**src/rtl/vnu_f1_pkg.sv**
```systemverilog
// Shared derivations for the multi-lane VNU.f1 stage: address widths and the
// sign-fold that maps a (y0, y1) message pair onto a LUT page address.
package vnu_f1_pkg;

    localparam int MAX_Q      = 8;
    localparam int MAX_PAGE_W = 2 * MAX_Q - 1;

    typedef struct packed {
        logic                  fold;
        logic [MAX_PAGE_W-1:0] page;
    } fold_page_t;

    function automatic int frame_w(input int n);
        return (n > 1) ? $clog2(n) : 1;
    endfunction

    function automatic int page_aw(input int q);
        return 2 * q - 1;
    endfunction

    // A negative y0 inverts both messages, so the LUT only stores the
    // non-negative half-plane and y0's sign bit drops out of the page.
    function automatic fold_page_t fold_page(input logic [MAX_Q-1:0] y0,
                                             input logic [MAX_Q-1:0] y1,
                                             input int q);
        fold_page_t       r;
        logic [MAX_Q-1:0] mask;
        logic [MAX_Q-1:0] y0f;
        logic [MAX_Q-1:0] y1f;
        mask   = MAX_Q'((1 << q) - 1);
        r.fold = |(y0 & (MAX_Q'(1) << (q - 1)));
        y0f    = (r.fold ? ~y0 : y0) & mask;
        y1f    = (r.fold ? ~y1 : y1) & mask;
        r.page = (MAX_PAGE_W'(y0f & (mask >> 1)) << q) | MAX_PAGE_W'(y1f);
        return r;
    endfunction

endpackage

```
**src/rtl/vnu_f1_multilane_if.sv**
```systemverilog
// LUT write bus shared by every replica: one write updates all replicas at once.
interface vnu_f1_multilane_if
    import vnu_f1_pkg::*;
#(
    parameter int QUAN_SIZE = 3,
    parameter int FRAME_W   = 1,
    parameter int PAGE_AW   = page_aw(QUAN_SIZE)
);
    logic                 we;
    logic [FRAME_W-1:0]   frame;
    logic [PAGE_AW-1:0]   page;
    logic [QUAN_SIZE-1:0] data;

    modport master (output we, frame, page, data);
    modport slave  (input  we, frame, page, data);
endinterface

```
**src/rtl/vnu_f1_lut_bank.sv**
```systemverilog
// One LUT replica: two synchronous read-first read ports sharing a frame index,
// one write port. Contents are never reset; only the read registers are.
module vnu_f1_lut_bank
    import vnu_f1_pkg::*;
#(
    parameter int QUAN_SIZE       = 3,
    parameter int MULTI_FRAME_NUM = 2,
    parameter int FRAME_W         = 1,
    parameter int PAGE_AW         = 5
) (
    input  logic                 read_clk,
    input  logic                 rstn,
    vnu_f1_multilane_if.slave    wr,
    input  logic [FRAME_W-1:0]   rd_frame,
    input  logic [PAGE_AW-1:0]   rd_page_a,
    input  logic [PAGE_AW-1:0]   rd_page_b,
    output logic [QUAN_SIZE-1:0] rd_data_a,
    output logic [QUAN_SIZE-1:0] rd_data_b
);
    localparam int DEPTH = MULTI_FRAME_NUM * (2 ** PAGE_AW);
    localparam int AW    = FRAME_W + PAGE_AW;

    logic [QUAN_SIZE-1:0] mem [DEPTH];
    logic [QUAN_SIZE-1:0] rd_a_d, rd_a_q, rd_b_d, rd_b_q;
    logic                 wr_ok, rd_ok;
    logic [AW-1:0]        wr_addr, rd_addr_a, rd_addr_b;

    // Frame indices past the last stored frame neither write nor read.
    always_comb begin
        wr_ok     = 32'(wr.frame) < 32'(MULTI_FRAME_NUM);
        rd_ok     = 32'(rd_frame) < 32'(MULTI_FRAME_NUM);
        wr_addr   = {wr.frame, wr.page};
        rd_addr_a = {rd_frame, rd_page_a};
        rd_addr_b = {rd_frame, rd_page_b};
        rd_a_d    = rd_ok ? mem[rd_addr_a] : '0;
        rd_b_d    = rd_ok ? mem[rd_addr_b] : '0;
    end

    always_ff @(posedge read_clk) begin
        if (wr.we && wr_ok) begin
            mem[wr_addr] <= wr.data;
        end
    end

    always_ff @(posedge read_clk or negedge rstn) begin
        if (!rstn) begin
            rd_a_q <= '0;
            rd_b_q <= '0;
        end else begin
            rd_a_q <= rd_a_d;
            rd_b_q <= rd_b_d;
        end
    end

    assign rd_data_a = rd_a_q;
    assign rd_data_b = rd_b_q;

endmodule

```
**src/rtl/vnu_f1_multilane.sv**
```systemverilog
// Multi-lane VNU.f1: fold + page address (stage 1), replicated LUT read with
// sign restore (stage 2), plus a free-running delay line for c2v_2.
module vnu_f1_multilane
    import vnu_f1_pkg::*;
#(
    parameter int  QUAN_SIZE       = 3,
    parameter int  LANES           = 4,
    parameter int  MULTI_FRAME_NUM = 2,
    parameter int  PIPELINE_DEPTH  = 2,
    localparam int FRAME_W         = frame_w(MULTI_FRAME_NUM),
    localparam int PAGE_AW         = page_aw(QUAN_SIZE)
) (
    input  logic                         read_clk,
    input  logic                         rstn,
    input  logic                         in_valid,
    input  logic [FRAME_W-1:0]           read_addr_offset,
    input  logic [LANES*QUAN_SIZE-1:0]   t00,
    input  logic [LANES*QUAN_SIZE-1:0]   c2v_1,
    input  logic [LANES*QUAN_SIZE-1:0]   c2v_2,
    input  logic [LANES-1:0]             tranEn_in,
    input  logic                         ib_ram_we,
    input  logic [FRAME_W-1:0]           ram_write_frame,
    input  logic [PAGE_AW-1:0]           ram_write_page,
    input  logic [QUAN_SIZE-1:0]         ram_write_data,
    output logic [LANES*QUAN_SIZE-1:0]   v2c,
    output logic [LANES*QUAN_SIZE-1:0]   dn_in,
    output logic [LANES*QUAN_SIZE-1:0]   E_reg2,
    output logic [LANES-1:0]             tranEn_out,
    output logic                         out_valid,
    output logic [FRAME_W-1:0]           read_addr_offset_out
);
    localparam int LW = LANES * QUAN_SIZE;

    vnu_f1_multilane_if #(
        .QUAN_SIZE(QUAN_SIZE),
        .FRAME_W  (FRAME_W),
        .PAGE_AW  (PAGE_AW)
    ) wr_bus ();

    assign wr_bus.we    = ib_ram_we;
    assign wr_bus.frame = ram_write_frame;
    assign wr_bus.page  = ram_write_page;
    assign wr_bus.data  = ram_write_data;

    logic [LANES-1:0][PAGE_AW-1:0]   page_p1_d, page_p1_q;
    logic [LANES-1:0]                fold_p1_d, fold_p1_q, fold_p2_d, fold_p2_q;
    logic [LANES-1:0]                tran_p1_d, tran_p1_q, tran_p2_d, tran_p2_q;
    logic                            vld_p1_d, vld_p1_q, vld_p2_d, vld_p2_q;
    logic [FRAME_W-1:0]              frame_p1_d, frame_p1_q, frame_p2_d, frame_p2_q;
    logic [LANES-1:0][QUAN_SIZE-1:0] data_p2;
    logic [PIPELINE_DEPTH-1:0][LW-1:0] e_line_d, e_line_q;

    for (genvar l = 0; l < LANES; l++) begin : g_lane
        fold_page_t fp;
        logic       unused_page_hi;
        assign fp = fold_page(MAX_Q'(t00[l*QUAN_SIZE +: QUAN_SIZE]),
                              MAX_Q'(c2v_1[l*QUAN_SIZE +: QUAN_SIZE]), QUAN_SIZE);
        assign fold_p1_d[l]    = fp.fold;
        assign page_p1_d[l]    = fp.page[PAGE_AW-1:0];
        assign unused_page_hi  = ^fp.page[MAX_PAGE_W-1:PAGE_AW];
        assign v2c[l*QUAN_SIZE +: QUAN_SIZE] = fold_p2_q[l] ? ~data_p2[l] : data_p2[l];
    end

    always_comb begin
        vld_p1_d    = in_valid;
        tran_p1_d   = tranEn_in;
        frame_p1_d  = read_addr_offset;
        vld_p2_d    = vld_p1_q;
        tran_p2_d   = tran_p1_q;
        frame_p2_d  = frame_p1_q;
        fold_p2_d   = fold_p1_q;
        e_line_d    = e_line_q;
        e_line_d[0] = c2v_2;
        for (int i = 1; i < PIPELINE_DEPTH; i++) begin
            e_line_d[i] = e_line_q[i-1];
        end
    end

    // Stage 1 -> stage 2 boundary; LUT data registers live in the banks.
    always_ff @(posedge read_clk or negedge rstn) begin
        if (!rstn) begin
            page_p1_q  <= '0;
            fold_p1_q  <= '0;
            tran_p1_q  <= '0;
            vld_p1_q   <= 1'b0;
            frame_p1_q <= '0;
            fold_p2_q  <= '0;
            tran_p2_q  <= '0;
            vld_p2_q   <= 1'b0;
            frame_p2_q <= '0;
            e_line_q   <= '0;
        end else begin
            page_p1_q  <= page_p1_d;
            fold_p1_q  <= fold_p1_d;
            tran_p1_q  <= tran_p1_d;
            vld_p1_q   <= vld_p1_d;
            frame_p1_q <= frame_p1_d;
            fold_p2_q  <= fold_p2_d;
            tran_p2_q  <= tran_p2_d;
            vld_p2_q   <= vld_p2_d;
            frame_p2_q <= frame_p2_d;
            e_line_q   <= e_line_d;
        end
    end

    for (genvar k = 0; k < LANES / 2; k++) begin : g_bank
        vnu_f1_lut_bank #(
            .QUAN_SIZE      (QUAN_SIZE),
            .MULTI_FRAME_NUM(MULTI_FRAME_NUM),
            .FRAME_W        (FRAME_W),
            .PAGE_AW        (PAGE_AW)
        ) u_bank (
            .read_clk (read_clk),
            .rstn     (rstn),
            .wr       (wr_bus),
            .rd_frame (frame_p1_q),
            .rd_page_a(page_p1_q[2*k]),
            .rd_page_b(page_p1_q[2*k+1]),
            .rd_data_a(data_p2[2*k]),
            .rd_data_b(data_p2[2*k+1])
        );
    end

    assign dn_in                = data_p2;
    assign tranEn_out           = tran_p2_q;
    assign out_valid            = vld_p2_q;
    assign read_addr_offset_out = frame_p2_q;
    assign E_reg2               = e_line_q[PIPELINE_DEPTH-1];

endmodule

```
**config.mk**
```make
export PLATFORM = sky130hd
export DESIGN_NAME = vnu_f1_multilane
export DESIGN_NICKNAME = d
export VERILOG_FILES = /design/src/rtl/vnu_f1_pkg.sv /design/src/rtl/vnu_f1_multilane_if.sv /design/src/rtl/vnu_f1_lut_bank.sv /design/src/rtl/vnu_f1_multilane.sv
export SDC_FILE = /design/constraint.sdc
export NUM_CORES = 1
export LEC_CHECK = 0
export BUFFER_PORTS_ARGS = -buffer_cell sky130_fd_sc_hd__buf_2
export CELL_PAD_IN_SITES_DETAIL_PLACEMENT = 0
export CELL_PAD_IN_SITES_GLOBAL_PLACEMENT = 1
export CORE_ASPECT_RATIO = 2
export CORE_MARGIN = 2
export CORE_UTILIZATION = 25
export CTS_CLUSTER_DIAMETER = 80
export DETAILED_ROUTE_END_ITERATION = 12
export PLACE_DENSITY_LB_ADDON = 0.25
export SKIP_LAST_GASP = 1
export SLEW_MARGIN = 10
export SYNTH_ARGS = -nofsm -noshare
export SYNTH_HDL_FRONTEND = slang
export SYNTH_HIERARCHICAL = 1
export SYNTH_SLANG_ARGS = --single-unit
```
**constraint.sdc**
```tcl
create_clock -name read_clk -period 2.7 [get_ports read_clk]
set_input_delay 0.405 -clock read_clk [delete_from_list [all_inputs] [get_ports read_clk]]
set_output_delay 0.405 -clock read_clk [all_outputs]
set_load 0.03 [all_outputs]
```
==> flow_metrics.py, run 1 <==
metrics = {
    "layout": {
        "drive_gt1_share_pct": 34.09,
        "layout.nets": 1436,
        "final_cell_mix": "384 x edfxtp_1, 186 x mux4_2, 140 x nor2_1",
        "n_antenna_cell": 0,
        "finalNonFillerCells": 2481,
        "area_growth_pct": 20.02,
        "layout_commonest_cell": "edfxtp_1",
    },
    "die": {
        "start_util_pct": 25.15,
        "core-area_mm2": 0.08333,
        "fp.dieH_um": 413.5,
        "die_area_mm2": 0.08631,
        "rows": 150,
        "die_width_um": 208.7,
        "num_io_pins": 96,
    },
    "global_route": {
        "grt_pass1_wl_um": 93120,
        "grt_use_total_pct": 15.22,
        "antenna_found_initial": 3,
        "grt_max_degree": 62,
        "overflow": 0,
        "grt_pass1_vias": 13020,
    },
    "placed_design": {
        "dp.cells": 2364,
        "pre_cts_ws_ns": 0.2625,
        "hpwlAfterDp_um": 48850,
        "port_buffers": 95,
        "gp_congestion": 0.8286,
    },
    "synthesis": {
        "ys_seq_elements": 460,
        "synthCells": 1180,
        "ys_warn_count": 6,
        "synth_edf_count": 384,
        "synth.distinct_cells": 43,
        "synth_flop_cell": "edfxtp_1",
        "syn-num-nets": 1234,
        "syn_area_mm2": 0.02096,
        "avgSynthCellArea_um2": 17.76,
        "async_flop_share_pct": 16.52,
        "yosysSeqAreaShare_pct": 64.09,
    },
    "clock_network": {
        "cts_num_sinks": 460,
        "path_clk_slew_ns": 0.06,
        "cts_tree": "built",
        "cts-root-buf": "clkbuf_16",
        "clockBufferDepth": 3,
        "numCtsBuffers": 45,
        "ctsHtreeMaxLevel": 2,
        "clock_latency_ns": 0.58,
    },
    "setup_path": {
        "required_ns": 3.15,
        "cp-end-kind": "flop",
        "cp-start-kind": "flop",
        "path_class": "reg2reg",
        "crit_path_start": "page_p1_q[10]",
        "r2r-start": "page_p1_q[10]",
        "crit_arrival_ns": 2.87,
        "crit_fanout": 21,
    },
    "timing": {
        "setup_viol": 0,
        "setup_slack_ns": 0.2794,
        "finalSetupTns_ns": 0,
        "post-route-period-util_pct": 89.65,
        "worstMarginPinSlew_ns": 0.8098,
        "fin_crit_ns": 2.421,
        "hold_viol_final": 0,
        "maxSlewViolCount": 0,
        "max_freq_mhz": 413.1,
        "slew_headroom_pct": 46.02,
        "rsz0062_at_grt": "no",
        "finClkSkew_ns": 0.02655,
        "hold_slack_ns": 0.03204,
    },
    "route": {
        "ant_nets": 0,
        "wirelength_um": 65470,
        "drt_pass1_iterations": 5,
        "vias": 11800,
        "first_iter_violations": 690,
        "drc": 0,
        "post_drt_wl_per_cell_um": 26.39,
        "via_per_inst": 4.755,
    },
    "pwr": {
        "leakage_uw": 0.008345,
        "vdd_ir_drop_max_uv": 390.8,
        "powerDensity_mw_per_mm2": 684.1,
        "power_uw": 17210,
    },
    "status": {
        "status": "complete, no violations",
    },
    "job": {
        "cap_viol_max_count": 0,
    },
    "min_path": {
        "hold_path.class": "in2reg",
        "hold_start": "t00[4]",
    },
}
[cell families (layout without fill, tap and decap cells)]
| logic type | Yosys count | after routing | share of synthesized area, % |
|---|---|---|---|
| mux | 248 | 248 | 23.05 |
| flops | 460 | 460 | 64.09 |
| xor+xnor | 32 | 32 | 1.337 |
| buf+inv | 78 | 315 | 2.364 |
| compound gates | 86 | 86 | 2.973 |
| simple gates | 276 | 276 | 6.184 |
[final cells by class]
class | count | area (µm²)
Clock buffer | 50 | 1145
Clock inverter | 32 | 401.6
Fill cell | 8311 | 58170
Multi-Input combinational cell | 642 | 7032
Sequential cell | 460 | 13450
Tap cell | 1064 | 1331
Timing Repair Buffer | 233 | 1797
[synthesized netlist by cell type, types with 6 or more instances]
library cell,n,area share (%)
nand4_1,6,0.18
nand2b_1,12,0.36
mux2_1,6,0.32
mux2i_1,44,2.1
nor2b_1,18,0.54
o22ai_1,24,0.72
and2_1,8,0.24
edfxtp_1,384,55
xor2_1,32,1.3
a22oi_1,28,1.0
dfrtp_1,76,9.1
buf_1,14,0.25
nand2_1,24,0.43
buf_6,18,0.97
mux4_2,186,20
nor2_1,140,2.5
nand3_1,30,0.72
mux2_2,12,0.64
buf_2,12,0.29
buf_4,8,0.29
nor3_1,8,0.19
or3_1,8,0.24
clkbuf_1,24,0.43
[sequential cells by signal (all words and copies together) (netlist names), 4 cells and up]
register and cells:
g_bank.u_bank/rd_data_a 6, tran_p1_q 4, page_p1_q 20, e_line_d 12, E_reg2 12, tranEn_out 4
fold_p1_q 4, fold_p2_q 4, g_bank.u_bank/rd_data_b 6, g_bank.u_bank/mem 384
[report_power, final]
| group | switching, µW | total [µW] | internal (µW) |
|---|---|---|---|
| registers | 267 | 8110 | 7850 |
| clock network | 2740 | 6670 | 3930 |
| logic | 1350 | 2420 | 1070 |
| total | 4360 | 17200 | 12800 |
[critical path, cell delays in order (launching register included)]
cell and delay (ns):
dfrtp_2 0.54, buf_12 0.26, mux4_2 0.58, a22oi_1 0.30, nand4_1 0.26, mux2_2 0.33
[worst paths after layout]
check | to | slack (ns) | cells past startpoint
setup / recovery | g_bank[1].u_bank/rd_data_a[0] | 0.28 | 5
hold / removal | page_p1_q[9] | 0.03 | 2
setup reg to reg | g_bank[1].u_bank/rd_data_a[0] | 0.28 | 5
hold reg to reg | tranEn_out[2] | 0.35 | 0
max in group asynchronous | g_bank[0].u_bank/rd_data_a[0] | 1.59 | 3
min in group asynchronous | e_line_d[22] | 0.45 | 2
[stage by stage]
step,instance area (µm²),utilization (%)
after floorplan,20960,-
after global placement,23260,27.91
after detailed placement,23260,27.91
after CTS,25160,30.19
after global routing,25160,30.19
final,25160,30.19
[routing by layer]
metal  global-route usage (%)  part of all wire, %  vias to the layer above
met5                        0                    0                        -
met4                    8.584                  6.1                        0
met3                    1.516                  2.5                      140
met2                    32.11                   60                      257
met1                    13.63                   31                     6205
li1                         -                    -                     5196
[what timing repair did]
item | CTS | global route
hold buffers | 35 | 0
resized for setup | 0 | 0
buffers inserted | 0 | 0
hold endpoints to repair | 79 | 0
Power figures use the tool's default switching activity.
==> run 2: changes to the inputs <==
--- a/config.mk
+++ b/config.mk
@@ -13,6 +13,7 @@
 export CORE_UTILIZATION = 25
 export CTS_CLUSTER_DIAMETER = 80
 export DETAILED_ROUTE_END_ITERATION = 12
+export MAX_ROUTING_LAYER = met4
 export PLACE_DENSITY_LB_ADDON = 0.25
 export SKIP_LAST_GASP = 1
 export SLEW_MARGIN = 10
==> run 2 against run 1 <==
Non-clock buffer count is the same. Wire length grew 0.11%. Sequential share of layout area is the same. Critical path depth grew 1. First-iteration DRC count shrank 11%. Final cell count is the same. Hold slack is essentially flat. Register-to-register slack lost 0.03 ns. Flip-flop and latch count is the same. Global-route usage grew 0.44 points. Highest routed layer unchanged.
==> flow_metrics.py, run 2 (synthesis results as in run 1) <==
metrics = {
    "pwr": {
        "power_switching_uw": 4366,
        "vdd_ir_drop_max_uv": 391.6,
        "leakage_uw": 0.008345,
        "pwr-share-seq_pct": 47.1,
        "power_uw": 17220,
        "switching_share_pct": 25.36,
        "powerDensity_mw_per_mm2": 684.3,
        "pwr-share-comb_pct": 14.1,
        "pwr-share-clk_pct": 38.8,
        "p_int_uw": 12850,
    },
    "clock_network": {
        "cts.repair.resized": 0,
        "cts_num_sinks": 460,
        "ctsHtreeMaxLevel": 2,
        "path_clk_slew_ns": 0.06,
        "cts_tree": "built",
        "cts-root-buf": "clkbuf_16",
        "numCtsBuffers": 45,
        "cts_setup_buffers": 0,
        "clock_latency_ns": 0.58,
        "hold_buffers": 35,
        "clockBufferDepth": 3,
    },
    "route": {
        "vias": 11800,
        "drt_pass1_iterations": 4,
        "wirelength_um": 65540,
        "drc": 0,
        "post_drt_wl_per_cell_um": 26.42,
        "ant_nets": 0,
        "first_iter_violations": 614,
        "via_per_inst": 4.757,
    },
    "timing": {
        "worstMarginPinSlew_ns": 0.8291,
        "finalSetupTns_ns": 0,
        "hold_viol_final": 0,
        "setup_viol": 0,
        "maxSlewViolCount": 0,
        "post-route-period-util_pct": 90.76,
        "max_freq_mhz": 408.1,
        "fin_crit_ns": 2.450,
        "finClkSkew_ns": 0.02308,
        "rsz0062_at_grt": "no",
        "slew_headroom_pct": 44.73,
    },
    "layout": {
        "final_cell_mix": "384 x edfxtp_1, 186 x mux4_2, 140 x nor2_1",
        "area_growth_pct": 20.02,
        "n_antenna_cell": 0,
        "layout_commonest_cell": "edfxtp_1",
        "largest_register": "g_bank.u_bank/mem",
        "largest_reg_flops": 384,
        "top_regs": "g_bank.u_bank/mem: 384 flops, page_p1_q: 20 flops",
        "drive_gt1_share_pct": 34.09,
        "layout.nets": 1436,
    },
    "global_route": {
        "overflow": 0,
        "grt_pass1_vias": 13020,
        "grt_max_degree": 62,
        "antenna_found_initial": 3,
        "grt_pass1_wl_um": 93020,
        "grt_use_total_pct": 15.66,
    },
    "setup_path": {
        "path_class": "reg2reg",
        "crit_family": "flip-flops",
        "timing.critical_path.buf_inv": 2,
        "cp-end-kind": "flop",
        "cp-start-kind": "flop",
        "cp_common_cell": "buf_4",
        "crit_arrival_ns": 2.91,
        "r2r_end": "g_bank[1].u_bank/rd_data_a[1]",
        "slowest_stage": "dfrtp_2",
        "r2r-start": "page_p1_q[12]",
        "slowest_delay_ns": 0.91,
        "path_cells": "buf_4 > buf_4 > nor2_1 > a22oi_1 > nand4_1 > mux2_2",
        "r2r_cells": 6,
        "required_ns": 3.16,
        "r2r_setup_slack_ns": 0.25,
        "crit_fanout": 27,
    },
    "placed_design": {
        "hpwlAfterDp_um": 48850,
        "port_buffers": 95,
        "gp_congestion": 0.8410,
    },
    "die": {
        "start_util_pct": 25.15,
        "die_width_um": 208.7,
        "die_area_mm2": 0.08631,
        "num_io_pins": 96,
        "core-area_mm2": 0.08333,
        "fp.dieH_um": 413.5,
        "rows": 150,
    },
    "min_path": {
        "min_path_cells": 2,
        "hold_start": "t00[4]",
        "hold_path.class": "in2reg",
        "holdPathEnd": "page_p1_q[9]",
    },
    "job": {
        "cap_viol_max_count": 0,
    },
    "status": {
        "status": "complete, no violations",
    },
}
[run 2: cell counts in the layout (fill, tap and decap cells not counted)]
No cell type changed its count.
[run 2: per-layer routing]
layer,global-route usage (%),vias to the layer above,share of wire [%]
met3,1.539,139,2.6
met1,13.62,6195,31
li1,-,5199,-
met5,-,-,0
met2,32.05,270,60
met4,8.584,0,6.0
[run 2: cell type report]
type | count | area (µm²)
multi-input combinational | 642 | 7032
fill | 8311 | 58170
clock inverter | 32 | 401.6
tap | 1064 | 1331
timing repair buffer | 233 | 1797
sequential | 460 | 13450
clock buffer | 50 | 1145
[run 2: power groups by stage]
stage	Clock [µW]	Combinational, µW	Sequential (µW)
finish	6680	2420	8110
global route	7100	2570	8140
CTS	6880	2480	8130
detailed placement	0	2430	8270
global placement	0	2430	8270
floorplan	0	1480	8190
[run 2: worst max-delay path by stage]
| stage | endpoint | startpoint | depth (start not counted) | slack [ns] |
|---|---|---|---|---|
| after floorplan | g_bank[0].u_bank/rd_data_a[1] | page_p1_q[0] | 5 | 0.92 |
| after global placement | g_bank[1].u_bank/rd_data_a[1] | page_p1_q[10] | 5 | 0.26 |
| after detailed placement | g_bank[0].u_bank/rd_data_a[1] | page_p1_q[0] | 5 | 0.26 |
| after CTS | g_bank[0].u_bank/rd_data_a[1] | page_p1_q[0] | 5 | 0.23 |
| after global routing | g_bank[0].u_bank/rd_data_a[0] | page_p1_q[0] | 5 | 0.18 |
| final | g_bank[1].u_bank/rd_data_a[1] | page_p1_q[12] | 6 | 0.25 |
[run 2: per-stage QoR]
stage          utilization (%)  instances  setup WS [ns]  hold slack, ns  area (µm²)
6_report                 30.19       2481         0.2495         0.03174       25160
3_3_place_gp             27.91       2364         0.2612          0.3313       23260
2_1_floorplan                -       1180         0.9248          0.1094       20960
5_1_grt                  30.19       2481         0.1765         0.02858       25160
4_1_cts                  30.19       2481         0.2301        0.001158       25160
3_5_place_dp             27.91       2364         0.2625          0.3356       23260
==> run 3: changes to the inputs <==
--- a/config.mk
+++ b/config.mk
@@ -6,11 +6,12 @@
 export NUM_CORES = 1
 export LEC_CHECK = 0
 export BUFFER_PORTS_ARGS = -buffer_cell sky130_fd_sc_hd__buf_2
+export CAP_MARGIN = 25
 export CELL_PAD_IN_SITES_DETAIL_PLACEMENT = 0
 export CELL_PAD_IN_SITES_GLOBAL_PLACEMENT = 1
 export CORE_ASPECT_RATIO = 2
 export CORE_MARGIN = 2
-export CORE_UTILIZATION = 25
+export CORE_UTILIZATION = 45
 export CTS_CLUSTER_DIAMETER = 80
 export DETAILED_ROUTE_END_ITERATION = 12
 export MAX_ROUTING_LAYER = met4
==> run 3 against run 2 <==
Flip-flop and latch count unchanged. Via count decreased by 0.42%. Total power decreased by 4.0%. Hold slack got worse by 0.010 ns. Wire length decreased by 13%. Clock skew decreased by 0.0098 ns. Final area decreased by 4.4%. First-iteration DRC count increased by 36%. Utilization increased by 22 points. Highest routed layer unchanged. Sequential share of layout area increased by 2.4 points. Largest cell class unchanged. Combinational power decreased by 3%. Count of clock-buffer cells in the layout decreased by 1.
==> flow_metrics.py, run 3 (synthesis results as in run 1) <==
metrics = {
    "status": {
        "status": "complete, no violations",
    },
    "setup_path": {
        "r2r_setup_slack_ns": 0.41,
        "required_ns": 3.13,
        "cp-start-kind": "flop",
        "path_cells": "buf_12 > mux4_2 > a22oi_1 > nand4_1 > mux2_2",
        "slowest_stage": "dfrtp_2",
        "crit_arrival_ns": 2.73,
        "path_class": "reg2reg",
        "cp-end-kind": "flop",
        "crit_fanout": 28,
        "slowest_delay_ns": 0.63,
    },
    "route": {
        "drt_pass1_iterations": 5,
        "vias": 11750,
        "drc": 0,
        "first_iter_violations": 832,
        "via_per_inst": 5.942,
        "post_drt_wl_per_cell_um": 28.78,
        "ant_nets": 0,
        "wirelength_um": 56930,
    },
    "clock_network": {
        "cts.repair.resized": 0,
        "cts_tree": "built",
        "cts_num_sinks": 460,
        "clockBufferDepth": 3,
        "path_clk_slew_ns": 0.07,
        "cts-root-buf": "clkbuf_16",
        "numCtsBuffers": 40,
        "ctsHtreeMaxLevel": 2,
        "hold_buffers": 25,
        "cts_setup_buffers": 0,
        "clock_latency_ns": 0.56,
    },
    "layout": {
        "layout.nets": 1381,
        "area_growth_pct": 14.79,
        "layout_commonest_cell": "edfxtp_1",
        "drive_gt1_share_pct": 31.98,
        "largest_reg_flops": 384,
        "n_antenna_cell": 0,
        "largest_register": "g_bank.u_bank/mem",
        "multi_input_area_mm2": 0.007032,
        "num-fill-cells": 3667,
        "top_regs": "g_bank.u_bank/mem: 384 flops, page_p1_q: 20 flops",
        "finalNonFillerCells": 1978,
        "seqCellArea_mm2": 0.01345,
        "final_cell_mix": "384 x edfxtp_1, 186 x mux4_2, 140 x nor2_1",
    },
    "global_route": {
        "overflow": 0,
        "grt_pass1_wl_um": 82280,
        "use_met3_pct": 2.654,
        "met1_usage_pct": 22.86,
        "grt.met2_usage_pct": 48.01,
        "antenna_found_initial": 0,
        "top_usage_layer": "met2",
        "grt_pass1_vias": 12780,
        "grt_use_total_pct": 24.92,
        "grt_max_degree": 108,
    },
    "die": {
        "die_width_um": 156.6,
        "core-area_mm2": 0.04597,
        "num_io_pins": 96,
        "fp.dieH_um": 309.2,
        "rows": 111,
        "die_area_mm2": 0.04842,
        "start_util_pct": 45.59,
    },
    "pwr": {
        "powerDensity_mw_per_mm2": 687.1,
        "leakage_uw": 0.008020,
        "vdd_ir_drop_max_uv": 488.3,
    },
    "placed_design": {
        "gp_congestion": 0.9147,
        "hpwlAfterDp_um": 41290,
        "port_buffers": 95,
        "dp.cells": 1881,
    },
    "timing": {
        "rsz0062_at_grt": "no",
        "slew_headroom_pct": 44.49,
        "setup_viol": 0,
        "finClkSkew_ns": 0.01330,
        "maxSlewViolCount": 0,
        "max_freq_mhz": 436.2,
        "hold_viol_final": 0,
        "fin_crit_ns": 2.292,
        "post-route-period-util_pct": 84.90,
        "finalSetupTns_ns": 0,
        "worstMarginPinSlew_ns": 0.8327,
    },
    "job": {
        "cap_viol_max_count": 0,
    },
    "min_path": {
        "hold_path.class": "in2reg",
    },
}
==> run 3: changes by cell type in the layout (fill, tap and decap cells not counted), sizes merged <==
| cell | before | now |
|---|---|---|
| inv | 2 | 1 |
| clkinvlp | 3 | 5 |
| bufinv | 9 | 7 |
| buf | 198 | 158 |
| clkinv | 18 | 10 |
| dlygate4sd3 | 35 | 25 |
| clkbuf | 50 | 49 |
==> run 3: metrics by stage <==
| step | utilization, % | instance area [µm²] | total power (µW) | worst slack, ns | hold WS [ns] |
|---|---|---|---|---|---|
| finish | 52.34 | 24060 | 16530 | 0.4077 | 0.02132 |
| global route | 52.34 | 24060 | 17050 | 0.2611 | 0.01014 |
| CTS | 52.34 | 24060 | 16650 | 0.3587 | 0.0003950 |
| detailed placement | 48.76 | 22420 | 10550 | 0.3762 | 0.3347 |
| global placement | 48.76 | 22420 | 10540 | 0.3913 | 0.3323 |
| floorplan | - | 20960 | 9670 | 0.9248 | 0.1094 |
==> run 3: cell type report <==
cell class	count	area share, %
clock inverter	23	1.326
multi-input combinational	642	29.23
clock buffer	49	4.472
tap	621	3.229
sequential	460	55.89
timing repair buffer	183	5.855
==> run 3: critical path: cells and delay by family, from the launching register on <==
kind / cells / cell delay [ns]
multiplexers: 2 / 0.86
flip-flops: 1 / 0.63
buffers and inverters: 1 / 0.29
AO/OA/AOI/OAI: 1 / 0.23
AND/OR/NAND/NOR: 1 / 0.14
==> run 3: power breakdown <==
part           leakage, µW  internal, µW  total [µW]  switching, µW
Combinational      0.00302          1030        2340           1300
Clock             0.000666          3530        6120           2590
Sequential         0.00433          7840        8070            228
Total              0.00802         12400       16500           4120
==> run 3: routing by layer <==
metal / routed length, µm / share of wire [%]
met1: 17650 / 31
met2: 33460 / 59
met3: 1846 / 3.2
met4: 3973 / 7.0
met5: 0 / 0
==> run 3: worst paths after layout <==
path	startpoint	endpoint	cells after the start
hold / removal	c2v_1[5]	page_p1_q[7]	2
setup reg to reg	page_p1_q[0]	g_bank[0].u_bank/rd_data_a[0]	5
setup / recovery	page_p1_q[0]	g_bank[0].u_bank/rd_data_a[0]	5
max in group asynchronous	rstn	e_line_d[20]	3
min in group asynchronous	rstn	page_p1_q[15]	2
hold reg to reg	e_line_d[20]	E_reg2[8]	0
